File: src/rtl/pipe_stage_skid.sv
// Pipeline-stage register with valid/ready handshake and an optional 2-entry skid buffer.
// Control bits read as zero whenever the stage holds no entry.
module pipe_stage_skid #(
  parameter int unsigned DATA_W = 69,
  parameter int unsigned CTRL_W = 4,
  parameter int unsigned SKID   = 1
) (
  input  logic              clk,
  input  logic              reset,
  input  logic              flush,
  input  logic              in_valid,
  output logic              in_ready,
  input  logic [DATA_W-1:0] in_data,
  input  logic [CTRL_W-1:0] in_ctrl,
  output logic              out_valid,
  input  logic              out_ready,
  output logic [DATA_W-1:0] out_data,
  output logic [CTRL_W-1:0] out_ctrl,
  output logic [1:0]        occupancy
);

  typedef enum logic [1:0] {
    ST_EMPTY = 2'd0,
    ST_ONE   = 2'd1,
    ST_TWO   = 2'd2
  } state_e;

  state_e            state_q, state_d;
  logic [DATA_W-1:0] main_data_q, main_data_d;
  logic [CTRL_W-1:0] main_ctrl_q, main_ctrl_d;
  logic [DATA_W-1:0] skid_data_q, skid_data_d;
  logic [CTRL_W-1:0] skid_ctrl_q, skid_ctrl_d;
  logic              in_ready_q, in_ready_d;
  logic              in_fire, out_fire;

  // With the skid buffer, ready is a flop so back-pressure never ripples upstream combinationally.
  assign in_ready  = (SKID != 0) ? in_ready_q : (out_ready | ~out_valid);
  assign out_valid = (state_q != ST_EMPTY);
  assign in_fire   = in_valid & in_ready;
  assign out_fire  = out_valid & out_ready;
  assign out_data  = main_data_q;
  assign out_ctrl  = out_valid ? main_ctrl_q : '0;

  always_comb begin
    state_d     = state_q;
    main_data_d = main_data_q;
    main_ctrl_d = main_ctrl_q;
    skid_data_d = skid_data_q;
    skid_ctrl_d = skid_ctrl_q;
    case (state_q)
      ST_EMPTY: begin
        if (in_fire) begin
          state_d     = ST_ONE;
          main_data_d = in_data;
          main_ctrl_d = in_ctrl;
        end
      end
      ST_ONE: begin
        if (in_fire && out_fire) begin
          main_data_d = in_data;
          main_ctrl_d = in_ctrl;
        end else if (in_fire) begin
          if (SKID != 0) begin
            state_d     = ST_TWO;
            skid_data_d = in_data;
            skid_ctrl_d = in_ctrl;
          end
        end else if (out_fire) begin
          state_d     = ST_EMPTY;
          main_data_d = '0;
          main_ctrl_d = '0;
        end
      end
      ST_TWO: begin
        if (out_fire) begin
          state_d     = ST_ONE;
          main_data_d = skid_data_q;
          main_ctrl_d = skid_ctrl_q;
          skid_data_d = '0;
          skid_ctrl_d = '0;
        end
      end
      default: begin
        state_d     = ST_EMPTY;
        main_data_d = '0;
        main_ctrl_d = '0;
        skid_data_d = '0;
        skid_ctrl_d = '0;
      end
    endcase
    if (flush) begin
      state_d     = ST_EMPTY;
      main_data_d = '0;
      main_ctrl_d = '0;
      skid_data_d = '0;
      skid_ctrl_d = '0;
    end
    in_ready_d = (state_d != ST_TWO);
  end

  always_comb begin
    occupancy = 2'd0;
    case (state_q)
      ST_ONE:  occupancy = 2'd1;
      ST_TWO:  occupancy = 2'd2;
      default: occupancy = 2'd0;
    endcase
  end

  always_ff @(posedge clk) begin
    if (reset) begin
      state_q     <= ST_EMPTY;
      main_data_q <= '0;
      main_ctrl_q <= '0;
      skid_data_q <= '0;
      skid_ctrl_q <= '0;
      in_ready_q  <= 1'b1;
    end else begin
      state_q     <= state_d;
      main_data_q <= main_data_d;
      main_ctrl_q <= main_ctrl_d;
      skid_data_q <= skid_data_d;
      skid_ctrl_q <= skid_ctrl_d;
      in_ready_q  <= in_ready_d;
    end
  end

endmodule

File: config.mk
export PLATFORM = sky130hd
export DESIGN_NAME = pipe_stage_skid
export DESIGN_NICKNAME = d
export VERILOG_FILES = /design/src/rtl/pipe_stage_skid.sv
export SDC_FILE = /design/constraint.sdc
export NUM_CORES = 1
export LEC_CHECK = 0
export CORE_UTILIZATION = 47
export DETAILED_ROUTE_END_ITERATION = 8
export PLACE_DENSITY_LB_ADDON = 0.3
export RECOVER_POWER = 50
export SYNTH_ARGS = -nofsm -noshare
export SYNTH_HDL_FRONTEND = slang
export SYNTH_SLANG_ARGS = --single-unit
export TNS_END_PERCENT = 100
File: constraint.sdc
create_clock -name clk -period 1.4 [get_ports clk]
set_clock_uncertainty 0.1 [all_clocks]
set_input_delay 0.21 -clock clk [delete_from_list [all_inputs] [get_ports clk]]
set_output_delay 0.21 -clock clk [all_outputs]
set_load 0.1 [all_outputs]
==> results.txt, run 1 <==
----------------------------------------------------
[Status]
  Status ... finished with violations
  Violated checks ... setup timing

[Logic synthesis]
  Area share of fa/ha/maj cells after synthesis ... 0%
  Warning count from the yosys run ... 0
  Post-synthesis share of cell area spent on xor and xnor gates ... 0%
  Async set or reset register ratio after synthesis ... 0%
  EDFF count, synth ... 0
  Seq/Total Area, Yosys ... between 40% and 50%
  Combinational family with the most area after synthesis ... multiplexers
  Mapped Cells ... roughly 770
  Post-synth net total ... roughly 850
  Number of distinct library cells after synthesis ... 27
  Mux cell area share after synthesis ... 19.9%
  Top post-synthesis cells by area ... sky130_fd_sc_hd__dfxtp_1, sky130_fd_sc_hd__mux2i_1, sky130_fd_sc_hd__o2bb2ai_1, sky130_fd_sc_hd__nor2_1, sky130_fd_sc_hd__a22oi_1
  Compound-cell area share of the yosys netlist ... 16.7%
  Simple-gate portion of the synthesized area ... 15.4%
  Most area-hungry cell type in the Yosys netlist ... sky130_fd_sc_hd__dfxtp_1
  Post-synth top flop ... sky130_fd_sc_hd__dfxtp_1
  Yosys reg bits ... 149
  Average cell area after synthesis ... a little under 10 µm²
  Cell area after synthesis ... approximately 7400 µm²
  Area fraction of the dominant cell type after synthesis ... between 40% and 50%

[Global route]
  Pin count of the biggest net entering global routing ... 53
  Global-route wire length before repair ... between 30,000 and 40,000 µm
  Antenna violations before repair ... 0
  All-layer global routing usage ... ~30%
  Vias in the first global route ... 7,075
  Remaining Overflow, GRT ... 0

[Setup path]
  CP Max Fanout ... 9
  Kind of start point of the critical path ... flop
  Critical path required time ... 1.60 ns
  Reg2Reg Depth ... 7
  CP max stage cell ... sky130_fd_sc_hd__dfxtp_4
  Data arrival, critical path ... 1.98 ns
  Critical path's top delay family ... buffers and inverters
  Launch point of the worst reg-to-reg path ... state_q[1]
  Bufs and invs on worst path ... 4
  Kind of capture point of the worst setup path ... flop
  Worst path cell trace ... buf_6, inv_2, a21oi_4, buf_12, bufbuf_16, mux2i_1, nor2_1
  Launching element of the worst setup path ... state_q[1]
  RR Endpoint ... skid_data_q[39]
  Category of the most critical setup path ... flop to flop
  Flop2flop setup slack ... -0.39 ns
  Largest stage delay on the critical path ... 0.40 ns

[Clocking]
  H-tree level count ... 4
  Worst-path clk slew ... 0.06 ns
  Clock buffers created by TritonCTS ... 17
  CTS tree ... yes
  CTS sink count ... 149
  Clk buf depth ... 2
  Cts-stage hold buffer count ... 0
  CTS root buffer ... sky130_fd_sc_hd__clkbuf_16
  Clock Latency Late Sink ... approximately 0.43 ns

[STA]
  Total setup violations reported at the end of the flow ... ~160
  Minimum period implied by the final worst setup slack ... 1.79 ns
  Fin crit share ... 128%
  Slew headroom ... 73.4%
  Number of failing hold endpoints at the final stage ... 0
  Setup repair after global routing missed its margin ... true
  Final worst slack ... -0.387 ns
  Max-slew violations ... 0
  Slew at the pin closest to its max-slew limit ... 0.399 ns
  Worst slack on hold paths ... slightly above 0.4 ns
  Fmax achieved ... around 560 MHz

[Final layout]
  Post-synthesis to final-layout area growth ... 64.4%
  Final antenna diode count ... 0
  Final instance area ... between 10,000 and 15,000 µm²
  Fin nets ... 1,037
  Layout cells sized above 1 ... 35.7%
  FILL cells ... 859

[Pwr]
  Total Power Consumption ... 12.4 mW
  Power per unit of standard cell area ... 1020 nW/µm²
  Proportion of power drawn by flip-flops and latches ... 35.9%
  Power share of the clock group ... between 30 and 40%
  Combinational group share of total power ... about a quarter
  Leakage power ... around 4.3 nW
  Internal power ... 8.71 mW
  P_sw ... 3.67 mW
  Switching share of total power ... about 30%
  Largest voltage drop on the vdd net ... 0.850 mV

[Min path]
  Worst hold path startpoint ... skid_data_q[10]
  Hold Path Class ... flop to flop
  Min-Delay Path Depth ... 2
  Hold-critical path endpoint ... skid_data_q[10]

[Floorplan]
  Area of the die ... 16,200 µm²
  Effective utilization at floorplan ... 48.4%
  Area of the placeable core ... 15,300 µm²
  Die X ... 127 µm
  Top Ports ... 155
  Cell row count ... 45
  Die Y-Extent ... 127 µm

[Routing]
  Met1 wire length ... 10,500 µm
  Initial DRC Count ... 497
  Routed wire per std cell ... about 23 µm
  Met3 Routed Length ... 1870 µm
  Wire length reported by the detailed router ... roughly 27,000 µm
  Top routing layer in use ... met4
  Detailed-route via count ... roughly 7,200
  Via density per instance ... 6.06
  ANT nets after route ... 0
  First-pass DRT Iterations ... 5
  Number of DRC violations after detailed routing ... 0
  Metal2 WL ... 13,900 µm

[Run]
  MaxCap Viol Count ... 0

[Placed design]
  GPL Wtd Cong ... 0.801
  Post-DP Area ... 10,300 µm²
  HPWL reported at the end of detailed placement ... ~14,000 µm
  Number of port buffers ... 154
  Worst setup slack after placement ... -0.735 ns

----------------------------------------------------
## flip-flops by register name, summed over array words and instances, names as in the netlist
| signal | flops |
|---|---|
| in_ready | 1 |
| main_ctrl_q | 4 |
| out_data | 69 |
| skid_ctrl_q | 4 |
| skid_data_q | 69 |
| state_q | 2 |
## cell families (layout without fill, tap and decap cells)
kind of cell / after synthesis / count (layout)
compound gates: 152 / 153
buf+inv: 79 / 283
flops: 149 / 149
mux: 147 / 147
simple gates: 240 / 240
## worst reg2reg max path, delay by kind of cell (launching register included)
family | cells | cell delay (ns)
mux | 1 | 0.26
compound gates | 1 | 0.14
buf+inv | 4 | 0.66
simple gates | 1 | 0.09
flops | 1 | 0.40
## synthesized netlist by cell type (2+ instances only)
library cell                count
sky130_fd_sc_hd__nor2b_1        7
sky130_fd_sc_hd__inv_2          3
sky130_fd_sc_hd__buf_2         17
sky130_fd_sc_hd__a22oi_1       73
sky130_fd_sc_hd__mux2i_1      147
sky130_fd_sc_hd__nor2_1       148
sky130_fd_sc_hd__nand2_1        2
sky130_fd_sc_hd__buf_6         13
sky130_fd_sc_hd__nand3_1        2
sky130_fd_sc_hd__buf_12         7
sky130_fd_sc_hd__clkbuf_1      31
sky130_fd_sc_hd__buf_4          7
sky130_fd_sc_hd__dfxtp_1      149
sky130_fd_sc_hd__o2bb2ai_1     73
sky130_fd_sc_hd__and2_1        73
sky130_fd_sc_hd__nand3b_1       4
## worst max-delay path by stage
stage                                 end  slack, ns  cells after the start
after global routing      skid_data_q[34]      -0.42                      7
after detailed placement  skid_data_q[38]      -0.74                      6
after floorplan               out_ctrl[0]      -0.24                      5
final                     skid_data_q[39]      -0.39                      7
after global placement    skid_data_q[36]      -0.59                      6
after CTS                     out_ctrl[2]      -0.34                      5
## cell usage in the layout (no fill, tap or decap), drive strengths merged
| master | n |
|---|---|
| clkinvlp | 2 |
| nor2 | 148 |
| nand2b | 1 |
| nand3 | 2 |
| nor2b | 7 |
| inv | 4 |
| a22o | 2 |
| dfxtp | 149 |
| clkbuf | 35 |
| mux2i | 147 |
| a22oi | 73 |
| bufinv | 3 |
| o22ai | 1 |
| o2bb2ai | 73 |
| bufbuf | 5 |
| clkdlybuf4s50 | 76 |
| nand4bb | 1 |
| nand3b | 4 |
| or2 | 1 |
| dlygate4sd2 | 1 |
| and2 | 73 |
| a21oi | 2 |
| clkinv | 4 |
| o21a | 1 |
| a211oi | 1 |
| buf | 153 |
| nand2 | 2 |
| and4b | 1 |
## area by class of cell
cell class                 instances  area (µm²)  area share [%]
multi-input combinational        540        4610            38.0
timing repair buffer             247        3630            29.9
sequential                       149        3000            24.7
clock buffer                      23         488            4.02
tap                              211         264            2.18
clock inverter                     9         125            1.03
inverter                           4        15.0           0.124
## routing by layer
| metal | GRT usage, % | vias up |
|---|---|---|
| li1 | - | 3130 |
| met1 | 33.8 | 3579 |
| met2 | 51.2 | 374 |
| met3 | 6.57 | 88 |
| met4 | 13.7 | 0 |
| met5 | 0 | - |
## through the flow
stage | utilization [%] | setup TNS, ns | instances
5_1_grt | 79.5 | -52.82 | 1183
4_1_cts | 76.9 | -38.40 | 1156
3_5_place_dp | 67.8 | -90.39 | 1096
6_report | 79.5 | -44.78 | 1183
2_1_floorplan | - | -29.88 | 767
3_3_place_gp | 67.8 | -76.07 | 1096
## power groups by stage
| stage | clock (mW) | sequential (mW) | combinational [mW] |
|---|---|---|---|
| global placement | 0 | 4.54 | 2.47 |
| detailed placement | 0 | 4.54 | 2.53 |
| finish | 4.80 | 4.44 | 3.14 |
| floorplan | 0 | 5.07 | 1.11 |
| CTS | 4.78 | 4.45 | 2.84 |
| global route | 5.01 | 4.45 | 3.24 |
## what timing repair did
item                                    4_1_cts  5_1_grt
gates resized for setup                      62       46
endpoints found under the hold margin         0        0
buffers inserted                             16       12
pin swaps                                     6       10
endpoints found under the setup margin      156      158
cloned                                       12       16
Note: power is estimated with default switching activity, not from simulation.
==> inputs of run 2 (changes only) <==
==> constraint.sdc (replaced) <==
create_clock -name clk -period 1.4 [get_ports clk]
set_clock_uncertainty 0.1 [all_clocks]
set_input_delay 0.14 -clock clk [delete_from_list [all_inputs] [get_ports clk]]
set_output_delay 0.14 -clock clk [all_outputs]
set_load 0.1 [all_outputs]
==> results.txt, run 2 (synthesized netlist as in run 1, its figures left out) <==
----------------------------------------------------
[Setup path]
  Data arrival, critical path ... 1.96 ns (-0.02 ns)
  Reg2Reg Depth ... 7 (unchanged)
  Critical Path Most Common Cell ... sky130_fd_sc_hd__buf_12
  Launch point of the worst reg-to-reg path ... state_q[1]
  Critical path depth ... 7 (unchanged)
  CP Max Fanout ... 7 (-2)
  Category of the most critical setup path ... flop to flop
  Launching element of the worst setup path ... state_q[1]
  Bufs and invs on worst path ... 3 (-1)
  Kind of start point of the critical path ... flop
  Kind of capture point of the worst setup path ... flop
  RR Endpoint ... out_data[3]
  CP max stage cell ... sky130_fd_sc_hd__dfxtp_4
  End point of the critical path ... out_data[3]
  Critical path's top delay family ... buffers and inverters
  Largest stage delay on the critical path ... 0.37 ns (-0.03 ns)
  Worst path cell trace ... buf_12, buf_6, buf_12, mux2i_1, o2bb2ai_2, a22oi_2, nor2_1
  Flop2flop setup slack ... -0.35 ns (+0.04 ns)
  Critical path required time ... 1.61 ns (about the same)

[STA]
  Total Neg Setup Slack ... -33.98 ns (+10.80 ns)
  Total setup violations reported at the end of the flow ... 155 (-1.3%)
  Number of failing hold endpoints at the final stage ... 0 (unchanged)
  Fin crit share ... 125% (-2.9 points)
  Setup repair after global routing missed its margin ... true
  Fmax achieved ... 573 MHz (+2.4%)
  Slew headroom ... 70.8% (-2.6 points)
  Final worst slack ... -0.346 ns (+0.0413 ns)
  Max-slew violations ... 0 (unchanged)
  Slew at the pin closest to its max-slew limit ... 0.438 ns (+0.0391 ns)
  Minimum period implied by the final worst setup slack ... 1.75 ns (-0.0413 ns)

[Floorplan]
  Cell row count ... 45 (unchanged)
  Die X ... 127 µm (unchanged)
  Effective utilization at floorplan ... 48.4% (unchanged)
  Die Y-Extent ... 127 µm (unchanged)
  Area of the die ... 16,200 µm² (unchanged)
  Area of the placeable core ... 15,300 µm² (unchanged)
  Top Ports ... 155 (unchanged)

[Final layout]
  Highest-count cells in the layout ignoring fill and taps ... sky130_fd_sc_hd__nor2_1, sky130_fd_sc_hd__dfxtp_1, sky130_fd_sc_hd__mux2i_1, sky130_fd_sc_hd__clkdlybuf4s50_1, sky130_fd_sc_hd__a22oi_2
  Post-synthesis to final-layout area growth ... 60.0%
  Final core utilization ... 77.4% (-2.1 points)
  Layout cells sized above 1 ... 34.1% (-1.6 points)
  Fin nets ... 1,032 (-0.48%)
  Finished Layout Cells ... 1,177 (-0.51%)

[Status]
  Violated checks ... setup timing
  Status ... finished with violations

[Clocking]
  Cts-stage hold buffer count ... 0 (unchanged)
  Clk buf depth ... 2 (unchanged)
  CTS root buffer ... sky130_fd_sc_hd__clkbuf_16
  Clock buffers created by TritonCTS ... 17 (unchanged)
  CTS sink count ... 149 (unchanged)
  CTS tree ... yes
  H-tree level count ... 4 (unchanged)
  Worst-path clk slew ... 0.06 ns (about the same)
  Clock Latency Late Sink ... 0.42 ns (about the same)

[Pwr]
  P_sw ... 3.50 mW (-4.7%)
  Power per unit of standard cell area ... 996 nW/µm² (-2.4%)
  Total Power Consumption ... 11.8 mW (-5.0%)
  Power share of the clock group ... 37.2% (-1.6 points)
  Switching share of total power ... 29.8% (+0.078 points)
  Combinational group share of total power ... 25.2% (-0.2 points)
  Proportion of power drawn by flip-flops and latches ... 37.6% (+1.7 points)
  Largest voltage drop on the vdd net ... 0.894 mV (+5.1%)
  Internal power ... 8.26 mW (-5.1%)
  Leakage power ... 4.19 nW (-3.3%)

[Routing]
  First-pass DRT Iterations ... 5 (unchanged)
  Initial DRC Count ... 599 (+21%)
  Detailed-route via count ... 6,994 (-2.5%)
  Wire length reported by the detailed router ... 25,600 µm (-6.0%)
  ANT nets after route ... 0 (unchanged)
  Via density per instance ... 5.94 (-2.0%)
  Routed wire per std cell ... 21.8 µm (-5.5%)
  Number of DRC violations after detailed routing ... 0 (unchanged)

[Placed design]
  Cell Count Post-Placement ... 1,103 (+0.64%)
  GPL Wtd Cong ... 0.825 (+3.0%)
  Worst setup slack after placement ... -0.681 ns (+0.0543 ns)
  Number of port buffers ... 154 (unchanged)
  HPWL reported at the end of detailed placement ... 13,700 µm (-0.62%)

[Global route]
  Remaining Overflow, GRT ... 0 (unchanged)
  All-layer global routing usage ... 27.7% (-1.5 points)
  Antenna violations before repair ... 1 (+1)
  Vias in the first global route ... 6,834 (-3.4%)
  Global-route wire length before repair ... 35,000 µm (-4.7%)
  Pin count of the biggest net entering global routing ... 44 (-17%)

[Run]
  MaxCap Viol Count ... 0 (unchanged)

[Min path]
  Hold Path Class ... primary input to flop

----------------------------------------------------
## run 2: cell types whose count changed in the layout (fill, tap and decap cells not counted), moves of 3 or more
cell,before,now
sky130_fd_sc_hd__buf_4,28,61
sky130_fd_sc_hd__buf_6,43,12
sky130_fd_sc_hd__and2_1,61,70
sky130_fd_sc_hd__and2_4,12,3
sky130_fd_sc_hd__mux2i_1,140,132
sky130_fd_sc_hd__o2bb2ai_2,30,23
sky130_fd_sc_hd__mux2i_2,4,10
sky130_fd_sc_hd__bufbuf_16,5,0
sky130_fd_sc_hd__clkbuf_16,29,25
sky130_fd_sc_hd__o2bb2ai_1,43,47
sky130_fd_sc_hd__clkbuf_1,2,5
sky130_fd_sc_hd__clkinv_2,4,1
sky130_fd_sc_hd__o2bb2ai_4,0,3
## run 2: stage by stage
stage	area [µm²]	hold WS (ns)
after floorplan	7830	0.218
after global routing	11800	0.238
final	11800	0.228
after detailed placement	10400	0.383
after CTS	11600	0.163
after global placement	10400	0.372
## run 2: power groups by stage
stage	logic (mW)	registers, mW	clock network (mW)
after floorplan	1.10	5.07	0
after global placement	2.48	4.54	0
after detailed placement	2.53	4.54	0
after CTS	2.78	4.45	4.37
after global routing	3.07	4.44	4.55
final	2.96	4.43	4.37
## run 2: final cells by class
type                    count  area (µm²)
clock buffers              27         513
repair buffers            243        3350
flip-flops and latches    149        2990
fillers                   921        3450
well taps                 211         264
diodes                      1        2.50
clock inverters             3        41.3
inverters                   4        20.0
multi-input cells         539        4630
## run 2: timing repair
item / 4_1_cts / 5_1_grt
cloned: 11 / 11
setup endpoints to repair: 156 / 156
pin swaps: 0 / 11
resized for setup: 42 / 60
buffers inserted: 15 / 8
## run 2: worst min-delay path by stage
stage,end,cells past startpoint,from,slack [ns]
after CTS,state_q[1],2,out_ready,0.16
after global routing,state_q[1],2,out_ready,0.24
after global placement,skid_data_q[16],2,skid_data_q[16],0.37
final,state_q[1],2,out_ready,0.23
after detailed placement,skid_data_q[35],2,skid_data_q[35],0.38
after floorplan,state_q[1],2,in_valid,0.22
## run 2: per-layer routing
layer | track usage, % | wire length, µm
met1 | 31.5 | 9930
met2 | 49.6 | 13200
met3 | 5.70 | 1380
met4 | 13.2 | 1130
met5 | 0 | 0
